[src/rtl/fifo_uart_framer_pkg.sv]
// Shared types and constants for the FIFO-to-UART framer.
// Optional checksum trailer: define FIFO_UART_FRAMER_CHECKSUM_EN.
package fifo_uart_framer_pkg;

    localparam int DATA_W = 8;
    localparam int LEN_W  = 8;

    localparam logic [DATA_W-1:0] SYNC_DEFAULT = 8'hA5;

    localparam logic [2:0] ST_IDLE    = 3'd0;
    localparam logic [2:0] ST_FILL    = 3'd1;
    localparam logic [2:0] ST_SYNC    = 3'd2;
    localparam logic [2:0] ST_LEN     = 3'd3;
    localparam logic [2:0] ST_PAYLOAD = 3'd4;
    localparam logic [2:0] ST_CHK     = 3'd5;

    typedef enum logic [2:0] {
        S_IDLE    = ST_IDLE,
        S_FILL    = ST_FILL,
        S_SYNC    = ST_SYNC,
        S_LEN     = ST_LEN,
        S_PAYLOAD = ST_PAYLOAD,
        S_CHK     = ST_CHK
    } state_t;

endpackage

[src/rtl/fifo_uart_framer_buf.sv]
// Payload holding buffer: MAX_LEN bytes, one write port,
// combinational read port.
module fifo_uart_framer_buf
    import fifo_uart_framer_pkg::*;
#(
    parameter int MAX_LEN = 16,
    parameter int AW      = 4
) (
    input  logic              clk,
    input  logic              rst_n,
    input  logic              we,
    input  logic [AW-1:0]     waddr,
    input  logic [DATA_W-1:0] wdata,
    input  logic [AW-1:0]     raddr,
    output logic [DATA_W-1:0] rdata
);

    logic [DATA_W-1:0] mem [MAX_LEN];

    // Byte store; reset discards any partially collected frame.
    always_ff @(posedge clk or negedge rst_n) begin
        if (!rst_n) begin
            for (int i = 0; i < MAX_LEN; i++) begin
                mem[i] <= '0;
            end
        end else if (we) begin
            mem[waddr] <= wdata;
        end
    end

    assign rdata = mem[raddr];

endmodule

[src/rtl/fifo_uart_framer.sv]
// Drains the capture FIFO into SYNC/LEN/payload[/CHK] frames for UART TX.
// Optional checksum trailer: define FIFO_UART_FRAMER_CHECKSUM_EN.
module fifo_uart_framer
    import fifo_uart_framer_pkg::*;
#(
    parameter int                MAX_LEN      = 16,
    parameter int                IDLE_TIMEOUT = 64,
    parameter logic [DATA_W-1:0] SYNC_BYTE    = SYNC_DEFAULT
) (
    input  logic              clk,
    input  logic              rst,
    output logic              rd_en,
    input  logic [DATA_W-1:0] rd_DATA,
    input  logic              rd_empty,
    output logic              tx_dv,
    output logic [DATA_W-1:0] tx_DATA,
    input  logic              tx_ready,
    output logic              busy
);

    localparam int AW = (MAX_LEN > 1) ? $clog2(MAX_LEN) : 1;
    localparam int TW = $clog2(IDLE_TIMEOUT);

    localparam logic [TW-1:0]    T_LAST  = TW'(IDLE_TIMEOUT - 1);
    localparam logic [LEN_W-1:0] LEN_MAX = LEN_W'(MAX_LEN);

    state_t            state;
    state_t            state_nx;
    logic [LEN_W-1:0]  count;
    logic [LEN_W-1:0]  idx;
    logic              pending;
    logic [TW-1:0]     tcnt;
    logic [DATA_W-1:0] buf_rdata;
    logic              room;
    logic              full;
    logic              timed_out;
    logic              last_idx;
    logic              buf_we;

`ifdef FIFO_UART_FRAMER_CHECKSUM_EN
    logic [DATA_W-1:0] chk_sum;
`endif

    // Outstanding read counts against capacity so we never over-read.
    assign room = ({1'b0, count} + {{LEN_W{1'b0}}, pending})
                < {1'b0, LEN_MAX};

    assign full      = (count == LEN_MAX);
    assign timed_out = (tcnt == T_LAST) && (count != '0);
    assign last_idx  = (idx == count - 1'b1);
    assign busy      = (state != S_IDLE);
    assign buf_we    = (state == S_FILL) && pending;

    fifo_uart_framer_buf #(
        .MAX_LEN (MAX_LEN),
        .AW      (AW)
    ) u_buf (
        .clk   (clk),
        .rst_n (rst),
        .we    (buf_we),
        .waddr (count[AW-1:0]),
        .wdata (rd_DATA),
        .raddr (idx[AW-1:0]),
        .rdata (buf_rdata)
    );

    // State register.
    always_ff @(posedge clk or negedge rst) begin
        if (!rst) begin
            state <= S_IDLE;
        end else begin
            state <= state_nx;
        end
    end

    // Next state, FIFO read strobe and UART byte presentation.
    always_comb begin
        state_nx = state;
        rd_en    = 1'b0;
        tx_dv    = 1'b0;
        tx_DATA  = '0;
        unique case (state)
            S_IDLE: begin
                if (!rd_empty) state_nx = S_FILL;
            end
            S_FILL: begin
                rd_en = !rd_empty && room;
                // A read racing the timeout wins.
                if (!pending && !rd_en && (full || timed_out))
                    state_nx = S_SYNC;
            end
            S_SYNC: begin
                tx_dv   = 1'b1;
                tx_DATA = SYNC_BYTE;
                if (tx_ready) state_nx = S_LEN;
            end
            S_LEN: begin
                tx_dv   = 1'b1;
                tx_DATA = count;
                if (tx_ready) state_nx = S_PAYLOAD;
            end
            S_PAYLOAD: begin
                tx_dv   = 1'b1;
                tx_DATA = buf_rdata;
                if (tx_ready && last_idx) begin
`ifdef FIFO_UART_FRAMER_CHECKSUM_EN
                    state_nx = S_CHK;
`else
                    state_nx = S_IDLE;
`endif
                end
            end
`ifdef FIFO_UART_FRAMER_CHECKSUM_EN
            S_CHK: begin
                tx_dv   = 1'b1;
                tx_DATA = chk_sum + count;
                if (tx_ready) state_nx = S_IDLE;
            end
`endif
            default: begin
                state_nx = S_IDLE;
            end
        endcase
    end

    // Capture bookkeeping, idle timeout and payload index.
    always_ff @(posedge clk or negedge rst) begin
        if (!rst) begin
            count   <= '0;
            idx     <= '0;
            pending <= 1'b0;
            tcnt    <= '0;
`ifdef FIFO_UART_FRAMER_CHECKSUM_EN
            chk_sum <= '0;
`endif
        end else begin
            pending <= rd_en;
            if (state == S_IDLE) begin
                count <= '0;
                idx   <= '0;
                tcnt  <= '0;
`ifdef FIFO_UART_FRAMER_CHECKSUM_EN
                chk_sum <= '0;
`endif
            end
            if (state == S_FILL) begin
                if (pending) begin
                    count <= count + 1'b1;
                    tcnt  <= '0;
`ifdef FIFO_UART_FRAMER_CHECKSUM_EN
                    chk_sum <= chk_sum + rd_DATA;
`endif
                end else if (tcnt != T_LAST) begin
                    tcnt <= tcnt + 1'b1;
                end
            end
            if (state == S_LEN && tx_ready) begin
                idx <= '0;
            end
            if (state == S_PAYLOAD && tx_ready && !last_idx) begin
                idx <= idx + 1'b1;
            end
        end
    end

endmodule

[config.mk]
export PLATFORM = sky130hd
export DESIGN_NAME = fifo_uart_framer
export DESIGN_NICKNAME = d
export VERILOG_FILES = /design/src/rtl/fifo_uart_framer_pkg.sv /design/src/rtl/fifo_uart_framer_buf.sv /design/src/rtl/fifo_uart_framer.sv
export SDC_FILE = /design/constraint.sdc
export NUM_CORES = 1
export LEC_CHECK = 0
export ABC_AREA = 1
export CAP_MARGIN = 0
export CORE_ASPECT_RATIO = 1.5
export CORE_UTILIZATION = 61
export CTS_CLUSTER_SIZE = 8
export DETAILED_ROUTE_END_ITERATION = 12
export GPL_ROUTABILITY_DRIVEN = 0
export PLACE_DENSITY = 0.79
export SETUP_SLACK_MARGIN = 0.1
export SLEW_MARGIN = 20
export SYNTH_ARGS = -nofsm -noshare
export SYNTH_HDL_FRONTEND = slang
export SYNTH_SLANG_ARGS = --single-unit
[constraint.sdc]
create_clock -name clk -period 2.4 [get_ports clk]
set_input_delay 0.36 -clock clk [delete_from_list [all_inputs] [get_ports clk]]
set_output_delay 0.36 -clock clk [all_outputs]
set_load 0.005 [all_outputs]
; ---- Word-level counts from Yosys, hierarchy flattened
; Index checks and enable logic that the tools add are counted.
[op_classes]
n_addsub = 5
order_cmp = 4
n_eq_ne = 13
bitwise_logic = 2
n_reduce_logical = 21
muxes = 25
[op_table]
columns = cell, count
row1 = $bwmux W128, 1
row2 = $mux W8, 9
row3 = $bmux W8 S4, 1
row4 = $demux W8 S4, 1
row5 = $mux W6, 4
row6 = $pmux W8 S3, 1
row7 = $add A8 B1 Y8 const B, 2
row8 = $mux W3, 5
row9 = $pmux W3 S5, 1
row10 = $ge A5 B5 Y1 const B, 2
row11 = $logic_and A1 B1 Y1, 10
row12 = $ne A2 B2 Y1 const B, 5
row13 = $not A4 Y5, 2
row14 = $add A8 B1 Y9, 1
row15 = $lt A9 B5 Y1 const B, 1
row16 = $eq A8 B5 Y1 const B, 1
row17 = $eq A8 B8 Y1, 1
row18 = $reduce_bool A8 Y1, 1
row19 = $sub A8 B1 Y8 const B, 1
row20 = $add A6 B1 Y6 const B, 1
row21 = $eq A3 B2 Y1 const B, 2
row22 = $eq A6 B6 Y1 const B, 1
row23 = $ne A6 B6 Y1 const B, 1
row24 = $reduce_bool A3 Y1, 2
row25 = other kinds (9), 13
[totals]
output_inout_bits = 11
register_bits = 154
input_bits = 12
elab_cells = 91

; ---- Longest topological paths before layout
; Gate-level depths: netlist of the first run.
[depth]
word_depth = 8
ltp_mapped = 14
ltp_nobuf = 14

; ---- Hierarchy
; Synthesis of the first run repeated with hierarchy kept, for this count alone.
[hier_totals]
hier_cells = 1115
area_unflattened_um2 = 8104.0
[modules_own_cells]
columns = mod, seq_area_each_um2, cells_per_inst, n_inst, area_per_inst_um2
row1 = fifo_uart_framer_buf, 3203.1, 850, 1, 6271.0
row2 = fifo_uart_framer, 650.6, 265, 1, 1833.0

; ---- Least setup slack after synthesis of the first run
; Ideal clock, no wire load.
[synth_path]
path_type = register -> output
startpoint = register idx[0]
endpoint = output port tx_DATA[0]
t_arrival_ns = 1.547
stages_incl_launch_ff = 9
path_slack_ns = 0.493
n_path_buf = 2
t_required_ns = 2.040
path_cell_list = dfrtp_1 inv_1 clkbuf_1 clkbuf_1 a21oi_1 o21ai_0 a21oi_1 o31ai_1 nand2_1
[synth_via]
elab_chain_len = 5
[synth_rtl]
columns = element, line_no
row1 = from (decl), fifo_uart_framer.sv:30  ; logic [LEN_W-1:0] idx;
row2 = from (signal assigned), fifo_uart_framer.sv:161  ; idx <= idx + 1'b1;
row3 = $not A4 Y5 (implied by the code), fifo_uart_framer_buf.sv:31  ; assign rdata = mem[raddr];
row4 = $bmux W8 S4, fifo_uart_framer_buf.sv:31
row5 = $mux W8 (implied by the code) (2 in a row), fifo_uart_framer_buf.sv:31
row6 = $pmux W8 S3, fifo_uart_framer.sv:82  ; unique case (state)
row7 = to (decl), fifo_uart_framer.sv:16  ; output logic [DATA_W-1:0] tx_DATA,
; Every way passes these cells. The select of a mux whose other input is x is not followed.

; ---- Final worst setup path of the first run
[layout_path]
startpoint = register idx[0]
endpoint = output port tx_DATA[2]
; The elaborated chain is that of the path after synthesis.

==> results of run 1 <==
[critical path: stages, from the launching register on]
cell and delay [ns]:
sky130_fd_sc_hd__dfrtp_2 0.47, sky130_fd_sc_hd__buf_12 0.18, sky130_fd_sc_hd__clkbuf_16 0.17, sky130_fd_sc_hd__o21ai_0 0.37, sky130_fd_sc_hd__nand3_1 0.17, sky130_fd_sc_hd__nand3_2 0.14
sky130_fd_sc_hd__nand2_2 0.09, sky130_fd_sc_hd__nand2_1 0.07, sky130_fd_sc_hd__o211ai_1 0.09, sky130_fd_sc_hd__buf_2 0.15
[state kept, by name (all words and copies together), names as in the netlist]
register / flops
state: 3
idx: 8
pending: 1
count: 8
u_buf.mem: 128
tcnt: 6
[logic make-up (layout without fill, tap and decap cells)]
| group | count (synthesis) | in the layout | synth area share, % |
|---|---|---|---|
| XOR/XNOR | 9 | 9 | 0.997 |
| flip-flops | 154 | 154 | 48.8 |
| multiplexers | 64 | 64 | 9.12 |
| buffers and inverters | 157 | 253 | 7.85 |
| AO/OA/AOI/OAI | 264 | 264 | 17.1 |
| AND/OR/NAND/NOR | 258 | 258 | 15.1 |
| adder cells (fa/ha/maj) | 7 | 7 | 1.11 |
[stage by stage]
stage	util, %	area (µm²)	instances	hold slack (ns)	setup TNS (ns)
2_1_floorplan	-	7900	913	0.0644	0
3_3_place_gp	68.3	8590	1097	0.282	-0.0364
3_5_place_dp	68.3	8590	1097	0.287	-0.0301
4_1_cts	75.9	9550	1148	0.398	-0.455
5_1_grt	78.8	9910	1165	0.427	-1.93
6_report	78.8	9910	1165	0.392	-1.34
[worst max path at each step]
stage	to	slack [ns]	depth (start not counted)
CTS	tx_DATA[6]	-0.1	11
finish	tx_DATA[2]	-0.30	9
floorplan	tx_DATA[0]	0.49	8
global placement	tx_DATA[1]	-0.02	9
global route	tx_DATA[2]	-0.37	9
detailed placement	tx_DATA[4]	-0.02	10
[cell usage after synthesis]
master,n
sky130_fd_sc_hd__o21ai_0,160
sky130_fd_sc_hd__o31ai_1,7
sky130_fd_sc_hd__ha_1,7
sky130_fd_sc_hd__nand3b_1,1
sky130_fd_sc_hd__xnor2_1,3
sky130_fd_sc_hd__a21oi_1,91
sky130_fd_sc_hd__mux2_1,1
sky130_fd_sc_hd__buf_4,3
sky130_fd_sc_hd__buf_1,3
sky130_fd_sc_hd__clkinv_1,2
sky130_fd_sc_hd__nand3_1,57
sky130_fd_sc_hd__a211oi_1,2
sky130_fd_sc_hd__o211ai_1,2
sky130_fd_sc_hd__nor2_1,38
sky130_fd_sc_hd__dfrtp_1,154
sky130_fd_sc_hd__inv_2,1
sky130_fd_sc_hd__nor2_8,1
sky130_fd_sc_hd__nor3_1,7
sky130_fd_sc_hd__clkbuf_1,32
sky130_fd_sc_hd__nor2_2,4
sky130_fd_sc_hd__inv_4,1
sky130_fd_sc_hd__nor3_4,2
sky130_fd_sc_hd__nor4_4,2
sky130_fd_sc_hd__inv_1,106
sky130_fd_sc_hd__mux2_2,63
sky130_fd_sc_hd__nand2_2,1
sky130_fd_sc_hd__nor2_4,6
sky130_fd_sc_hd__o21ai_1,1
sky130_fd_sc_hd__xor2_1,6
sky130_fd_sc_hd__buf_2,8
sky130_fd_sc_hd__nand4_1,2
sky130_fd_sc_hd__nand2_1,137
sky130_fd_sc_hd__buf_6,1
sky130_fd_sc_hd__o21a_1,1
[cell type report]
type | count | area (µm²) | share of cell area [%]
clock buffer | 20 | 467 | 4.71
clock inverter | 12 | 141 | 1.43
inverter | 110 | 420 | 4.24
multi-input combinational | 602 | 3690 | 37.2
sequential | 154 | 3860 | 38.9
tap | 156 | 195 | 1.97
timing repair buffer | 111 | 1140 | 11.5
[where the power goes]
part / total, W / switching [W] / internal, W
clock network: 0.00277 / 0.00114 / 0.00163
registers: 0.00298 / 0.000153 / 0.00283
logic: 0.00281 / 0.00165 / 0.00116
total: 0.00857 / 0.00295 / 0.00561
[metal layers]
| metal | vias up | wire [µm] |
|---|---|---|
| met3 | 188 | 2010 |
| met5 | - | 0 |
| met1 | 3487 | 8690 |
| li1 | 3212 | - |
| met2 | 519 | 12500 |
| met4 | 0 | 2050 |
[what timing repair did]
item	CTS	global route
buffers inserted	17	11
pin swaps	25	26
cloned	2	6
setup endpoints to repair	10	39
hold buffers	1	0
resized for setup	117	53
hold endpoints to repair	34	0
==> out/metrics.cfg, run 1 <==
[outcome]
status=finished, violations left
violated_checks=setup timing

[floorplan]
die_height_um=141
fp.coreArea_mm2=0.0126
die_w_um=94.9
floorplan.die_area_mm2=0.0134
ios=23
rows=50
initial_core_util_pct=62.9

[layout]
layout.cells.most_common=sky130_fd_sc_hd__dfrtp_1
final_cell_mix=sky130_fd_sc_hd__dfrtp_1, sky130_fd_sc_hd__nand2_1, sky130_fd_sc_hd__o21ai_0
insertedDiodeCount=0
drive_above_1_share_pct=28.0
design.final.nets=1015
area_growth_pct=25.4
n_fill_cell=724

[worst_setup_path]
crit_path_start=idx[0]
maximum_fanout_along_the_worst_path=10
reg2reg_slack_ns=0.15
r2r.worst_path.cells=16
critPathRequiredTime_ns=2.04
r2r_path_end=pending
crit_arrival_ns=2.34
critical_path_class=reg -> out
critPathLaunchType=register
r2r-start=count[0]
critPathCaptureType=primary output

[logic_synthesis]
post_synthesis_instance_area_mm2=0.00790
synth_top_cell_by_area=sky130_fd_sc_hd__dfrtp_1
synth.avg_cell_area_um2=8.66
synth_area_leaders=sky130_fd_sc_hd__dfrtp_1, sky130_fd_sc_hd__o21ai_0, sky130_fd_sc_hd__mux2_2
post-synth-top-area-fraction_pct=48.8
synth_fp_nets=932
synth_sequential_area_ratio_pct=48.8
synth.distinct_cells=34
yosysWarnings=0
post_synth_inst_count=913
synth-seq-cells=154

[cts]
clock_sinks=154
clock_insertion_delay_worst_skew_ns=0.43
cts-root-buf=sky130_fd_sc_hd__clkbuf_16
clk_pin_slew_worst_setup_hold_paths_ns=0.07
number_of_buffers_created_by_cts=17
tritoncts=yes
htree_num_levels=4
clockBufferDepth=2

[timing]
setup_ws_final_ns=-0.303
maxSlewViolCount=0
final.period_utilization_pct=113
highest_clock_rate_ghz=0.370
clock_skew_ns=0.00902
setup_repair_after_global_routing_missed_its_margin=yes
finalHoldViolations=0
shortest_period_the_worst_path_allows_ns=2.70
final-setup-viol-count=8
worst_slew_slack_as_a_fraction_of_its_limit_pct=53.2
worst-slew-pin-transition_ns=0.699

[pwr]
power.density_cell_area_mw_per_mm2=864
power.static_leakage_nw=4.73
vdd_ir_drop_max_uv=616
power.total_w=0.00857

[placed_design]
detailed_place_hpwl_um=14300
detailedPlace.worstSlack_ns=-0.0182
port-buffer-count=22

[detailed_routing]
dr.first_iter.drc_count=846
route.vias.total=7406
firstDrtPassIters=6
wl_per_cell_um=21.7
vias_per_cell=6.36
detail_route.drc_violations=0
overall_routed_net_length_um=25200
antenna_violating_nets_post_route=0

[worst_hold_path]
worst_hold_path_type=in -> async

[global_routing]
global_route_wire_length_before_repair_um=36500
groute.layer.met3.usage_pct=7.50
pin_count_of_the_biggest_net_entering_global_routing=50
grt_use_met1_pct=43.7
antenna_found_initial=0
grt.overflow.total=0
grt_util_met2_pct=59.6
number_of_global_route_vias_before_repair=6979
grt-busiest-layer=met2
overall_track_demand_over_capacity_in_global_routing_pct=36.7

[run]
cap_violations=0

No activity file was read; power rests on OpenSTA's default activity.
==> run 2, diff against run 1 <==
--- a/config.mk
+++ b/config.mk
@@ -5,14 +5,13 @@
 export SDC_FILE = /design/constraint.sdc
 export NUM_CORES = 1
 export LEC_CHECK = 0
-export ABC_AREA = 1
 export CAP_MARGIN = 0
-export CORE_ASPECT_RATIO = 1.5
 export CORE_UTILIZATION = 61
 export CTS_CLUSTER_SIZE = 8
 export DETAILED_ROUTE_END_ITERATION = 12
 export GPL_ROUTABILITY_DRIVEN = 0
 export PLACE_DENSITY = 0.79
+export REMOVE_ABC_BUFFERS = 1
 export SETUP_SLACK_MARGIN = 0.1
 export SLEW_MARGIN = 20
 export SYNTH_ARGS = -nofsm -noshare
==> run 2 against run 1 <==
  * The run still ends with setup timing left
  * Wire length is 19% lower
  * Critical path depth is 1 lower
  * Clock power is 3% higher
  * Sequential power is 54% higher
  * Clock-buffer cell count stayed put
  * Critical path type unchanged
  * Global-route usage is 2.0 points lower
  * Flip-flop and latch count stayed put
  * Cell area is 5.8% lower
  * Synthesized area is 4.1% lower
  * Combinational power is 50% higher
  * Die area is 4.1% lower
==> out/metrics.cfg, run 2 <==
[floorplan]
die_height_um=113  ; -20%
floorplan.die_area_mm2=0.0129  ; -4.1%
rows=40  ; -20%
initial_core_util_pct=62.8  ; about the same
fp.coreArea_mm2=0.0121  ; -4.1%
ios=23  ; unchanged
die_w_um=113  ; +20%

[timing]
finalHoldViolations=0  ; unchanged
worst_slew_slack_as_a_fraction_of_its_limit_pct=56.4  ; +3.2 points
setup_ws_final_ns=-0.544  ; -0.241 ns
final.period_utilization_pct=123  ; +10 points
highest_clock_rate_ghz=0.340  ; -8.2%
final-setup-viol-count=13  ; +5
setup_repair_after_global_routing_missed_its_margin=yes
shortest_period_the_worst_path_allows_ns=2.94  ; +0.241 ns
worst-slew-pin-transition_ns=0.651  ; -0.0479 ns
maxSlewViolCount=0  ; unchanged
setup_total_negative_slack_ns=-3.94  ; -2.60 ns
clock_skew_ns=0.00779  ; -0.00124 ns

[layout]
final_design_area_no_fill_mm2=0.00933  ; -5.8%
insertedDiodeCount=0  ; unchanged
final_cell_mix=sky130_fd_sc_hd__dfrtp_1, sky130_fd_sc_hd__mux2_2, sky130_fd_sc_hd__buf_4
largest-register=u_buf.mem
layout.cells.most_common=sky130_fd_sc_hd__dfrtp_1
layout.core_utilization_pct=77.4  ; -1.4 points
number_of_flip_flops_in_the_largest_register=128  ; unchanged
n_fill_cell=665  ; -8.1%
layout_top_registers=u_buf.mem: 128 flops, count: 8 flops, idx: 8 flops
drive_above_1_share_pct=48.5  ; +20 points
design.final.nets=655  ; -35%
area_growth_pct=23.1

[logic_synthesis]
post-synth-top-area-fraction_pct=50.8  ; +2.1 points
synthMostInstantiatedCell=sky130_fd_sc_hd__dfrtp_1
synth.avg_cell_area_um2=13.6  ; +57%
synth_area_leaders=sky130_fd_sc_hd__dfrtp_1, sky130_fd_sc_hd__mux2_2, sky130_fd_sc_hd__mux4_2
synth_sequential_area_ratio_pct=50.8  ; +2.1 points
yosysWarnings=0  ; unchanged
post_synthesis_instance_area_mm2=0.00758  ; -4.1%
async_reset_ff_share_pct=100  ; unchanged
synth_edf_count=0  ; unchanged
synth.distinct_cells=50  ; +47%
post_synth_inst_count=558  ; -39%
ys_dominant_reg_cell=sky130_fd_sc_hd__dfrtp_1
synth-seq-cells=154  ; unchanged
synth_top_cell_by_area=sky130_fd_sc_hd__dfrtp_1
ys_top_cells_by_count=sky130_fd_sc_hd__dfrtp_1, sky130_fd_sc_hd__mux2_2, sky130_fd_sc_hd__nand2_1

[worst_setup_path]
crit_arrival_ns=2.58  ; +0.24 ns
critical-path-top-delay-family=multiplexers
critical_path_class=reg -> out
critPathRequiredTime_ns=2.04  ; about the same
max_stage_delay_ns=0.55  ; +0.08 ns
worstPathBufferInverterCount=4  ; +1
critPathLaunchType=register
critPathCaptureType=primary output
crit_path_cell_trace=buf_12 > buf_12 > buf_6 > mux4_2 > mux4_2 > a21oi_2 > o21ai_1 > buf_2
maximum_fanout_along_the_worst_path=5  ; -5
worst_path_max_delay_cell=sky130_fd_sc_hd__mux4_2

[detailed_routing]
detail_route.drc_violations=0  ; unchanged
vias_per_cell=6.50  ; +2.2%
route.vias.total=5310  ; -28%
overall_routed_net_length_um=20300  ; -19%
antenna_violating_nets_post_route=0  ; unchanged
firstDrtPassIters=5  ; -1
wl_per_cell_um=24.9  ; +15%
dr.first_iter.drc_count=507  ; -40%

[pwr]
p_comb_share_pct=36.2  ; +3.4 points
power.static_leakage_nw=3.90  ; -18%
power.density_cell_area_mw_per_mm2=1250  ; +44%
clock_power_share_pct=24.3  ; -8.0 points
seq_power_share_pct=39.5  ; +4.7 points
power.internal_w=0.00795  ; +42%
power.total_w=0.0117  ; +36%
vdd_ir_drop_max_uv=852  ; +38%
switching_power_of_the_nets_w=0.00370  ; +25%
net_sw_share_pct=31.8  ; -2.7 points

[worst_hold_path]
worst_hold_path_type=in -> async

[cts]
clock_insertion_delay_worst_skew_ns=0.44  ; about the same
clk_pin_slew_worst_setup_hold_paths_ns=0.06  ; about the same
tritoncts=yes
clock_sinks=154  ; unchanged
cts-root-buf=sky130_fd_sc_hd__clkbuf_16
number_of_buffers_created_by_cts=17  ; unchanged
htree_num_levels=4  ; unchanged
clockBufferDepth=2  ; unchanged

[global_routing]
pin_count_of_the_biggest_net_entering_global_routing=65  ; +30%
global_route_wire_length_before_repair_um=32400  ; -11%
grt.overflow.total=0  ; unchanged
antenna_found_initial=0  ; unchanged
number_of_global_route_vias_before_repair=5678  ; -19%
overall_track_demand_over_capacity_in_global_routing_pct=34.7  ; -2.0 points

[run]
cap_violations=0  ; unchanged

[placed_design]
detailed_place_hpwl_um=12200  ; -14%
placed_area_mm2=0.00833  ; -3.0%
port-buffer-count=22  ; unchanged
detailedPlace.worstSlack_ns=-0.330  ; -0.312 ns

[outcome]
status=finished, violations left
violated_checks=setup timing

## run 2: changes by cell type after synthesis, moves of 6 or more
cell                       previous run  this run
sky130_fd_sc_hd__o21ai_0            160         9
sky130_fd_sc_hd__nand2_1            137        41
sky130_fd_sc_hd__inv_1              106        11
sky130_fd_sc_hd__a21oi_1             91         9
sky130_fd_sc_hd__mux2_2              63       130
sky130_fd_sc_hd__nand3_1             57         9
sky130_fd_sc_hd__mux4_2               0        40
sky130_fd_sc_hd__nor2_1              38        22
sky130_fd_sc_hd__buf_2                8         0
sky130_fd_sc_hd__and2_1               0         6
sky130_fd_sc_hd__nor2_4               6         0
sky130_fd_sc_hd__o221ai_1             0         6
## run 2: power by group through the flow
stage / Combinational, W / Sequential [W] / Clock [W]
after global routing: 0.00449 / 0.00470 / 0.00296
after CTS: 0.00406 / 0.00451 / 0.00284
after detailed placement: 0.00370 / 0.00454 / 0
after floorplan: 0.00254 / 0.00433 / 0
final: 0.00422 / 0.00460 / 0.00284
after global placement: 0.00352 / 0.00446 / 0
## run 2: path summary, 6_finish.rpt
check | from | to | slack [ns] | cells after the start
min in group clk | u_buf.mem[107] | u_buf.mem[107] | 0.50 | 1
hold reg to reg | u_buf.mem[107] | u_buf.mem[107] | 0.50 | 1
setup reg to reg | count[2] | idx[0] | -0.03 | 6
hold / removal | rst | tcnt[0] | 0.41 | 2
setup / recovery | idx[0] | tx_DATA[2] | -0.54 | 8
max in group asynchronous | rst | u_buf.mem[51] | 1.28 | 3
## run 2: worst register-to-register path: cells and delay by family, from the launching register on
family | cells | cell delay [ns]
mux | 1 | 0.18
flops | 1 | 0.38
simple gates | 2 | 1.02
compound gates | 3 | 0.75
## run 2: final cells by class
class	instances	area [µm²]	share of cell area (%)
inverters	12	45.0	0.483
clock inverters	12	165	1.77
flip-flops and latches	154	3860	41.4
repair buffers	95	951	10.2
well taps	168	210	2.25
clock buffers	20	467	5.00
multi-input cells	356	3630	38.9
## run 2: cell families (layout without fill, tap and decap cells)
logic type,after synthesis,in the layout,synth area share [%]
mux,175,175,31.9
flops,154,154,50.8
simple gates,116,116,7.51
buf+inv,48,139,2.62
compound gates,47,47,4.56
xor+xnor,11,11,1.45
fa+ha+maj,7,7,1.16
## run 2: timing repair
action | in CTS | in global routing
hold buffers | 1 | 0
pin swaps | 17 | 8
endpoints found under the hold margin | 40 | 0
endpoints found under the setup margin | 19 | 18
gates resized for setup | 74 | 9
cloned | 3 | 0
setup buffers | 19 | 1
## run 2: layer usage
layer | part of all wire [%] | track usage (%) | vias to the layer above
met2 | 48 | 55.2 | 229
met4 | 5.4 | 22.1 | 0
met5 | 0 | 0 | -
met1 | 40 | 42.9 | 2788
li1 | - | - | 2220
met3 | 6.1 | 8.61 | 73
## run 2: stage by stage
step,hold WS (ns),cells
final,0.414,817
after global routing,0.448,817
after CTS,0.424,817
after detailed placement,0.301,762
after global placement,0.292,762
after floorplan,0.0644,522
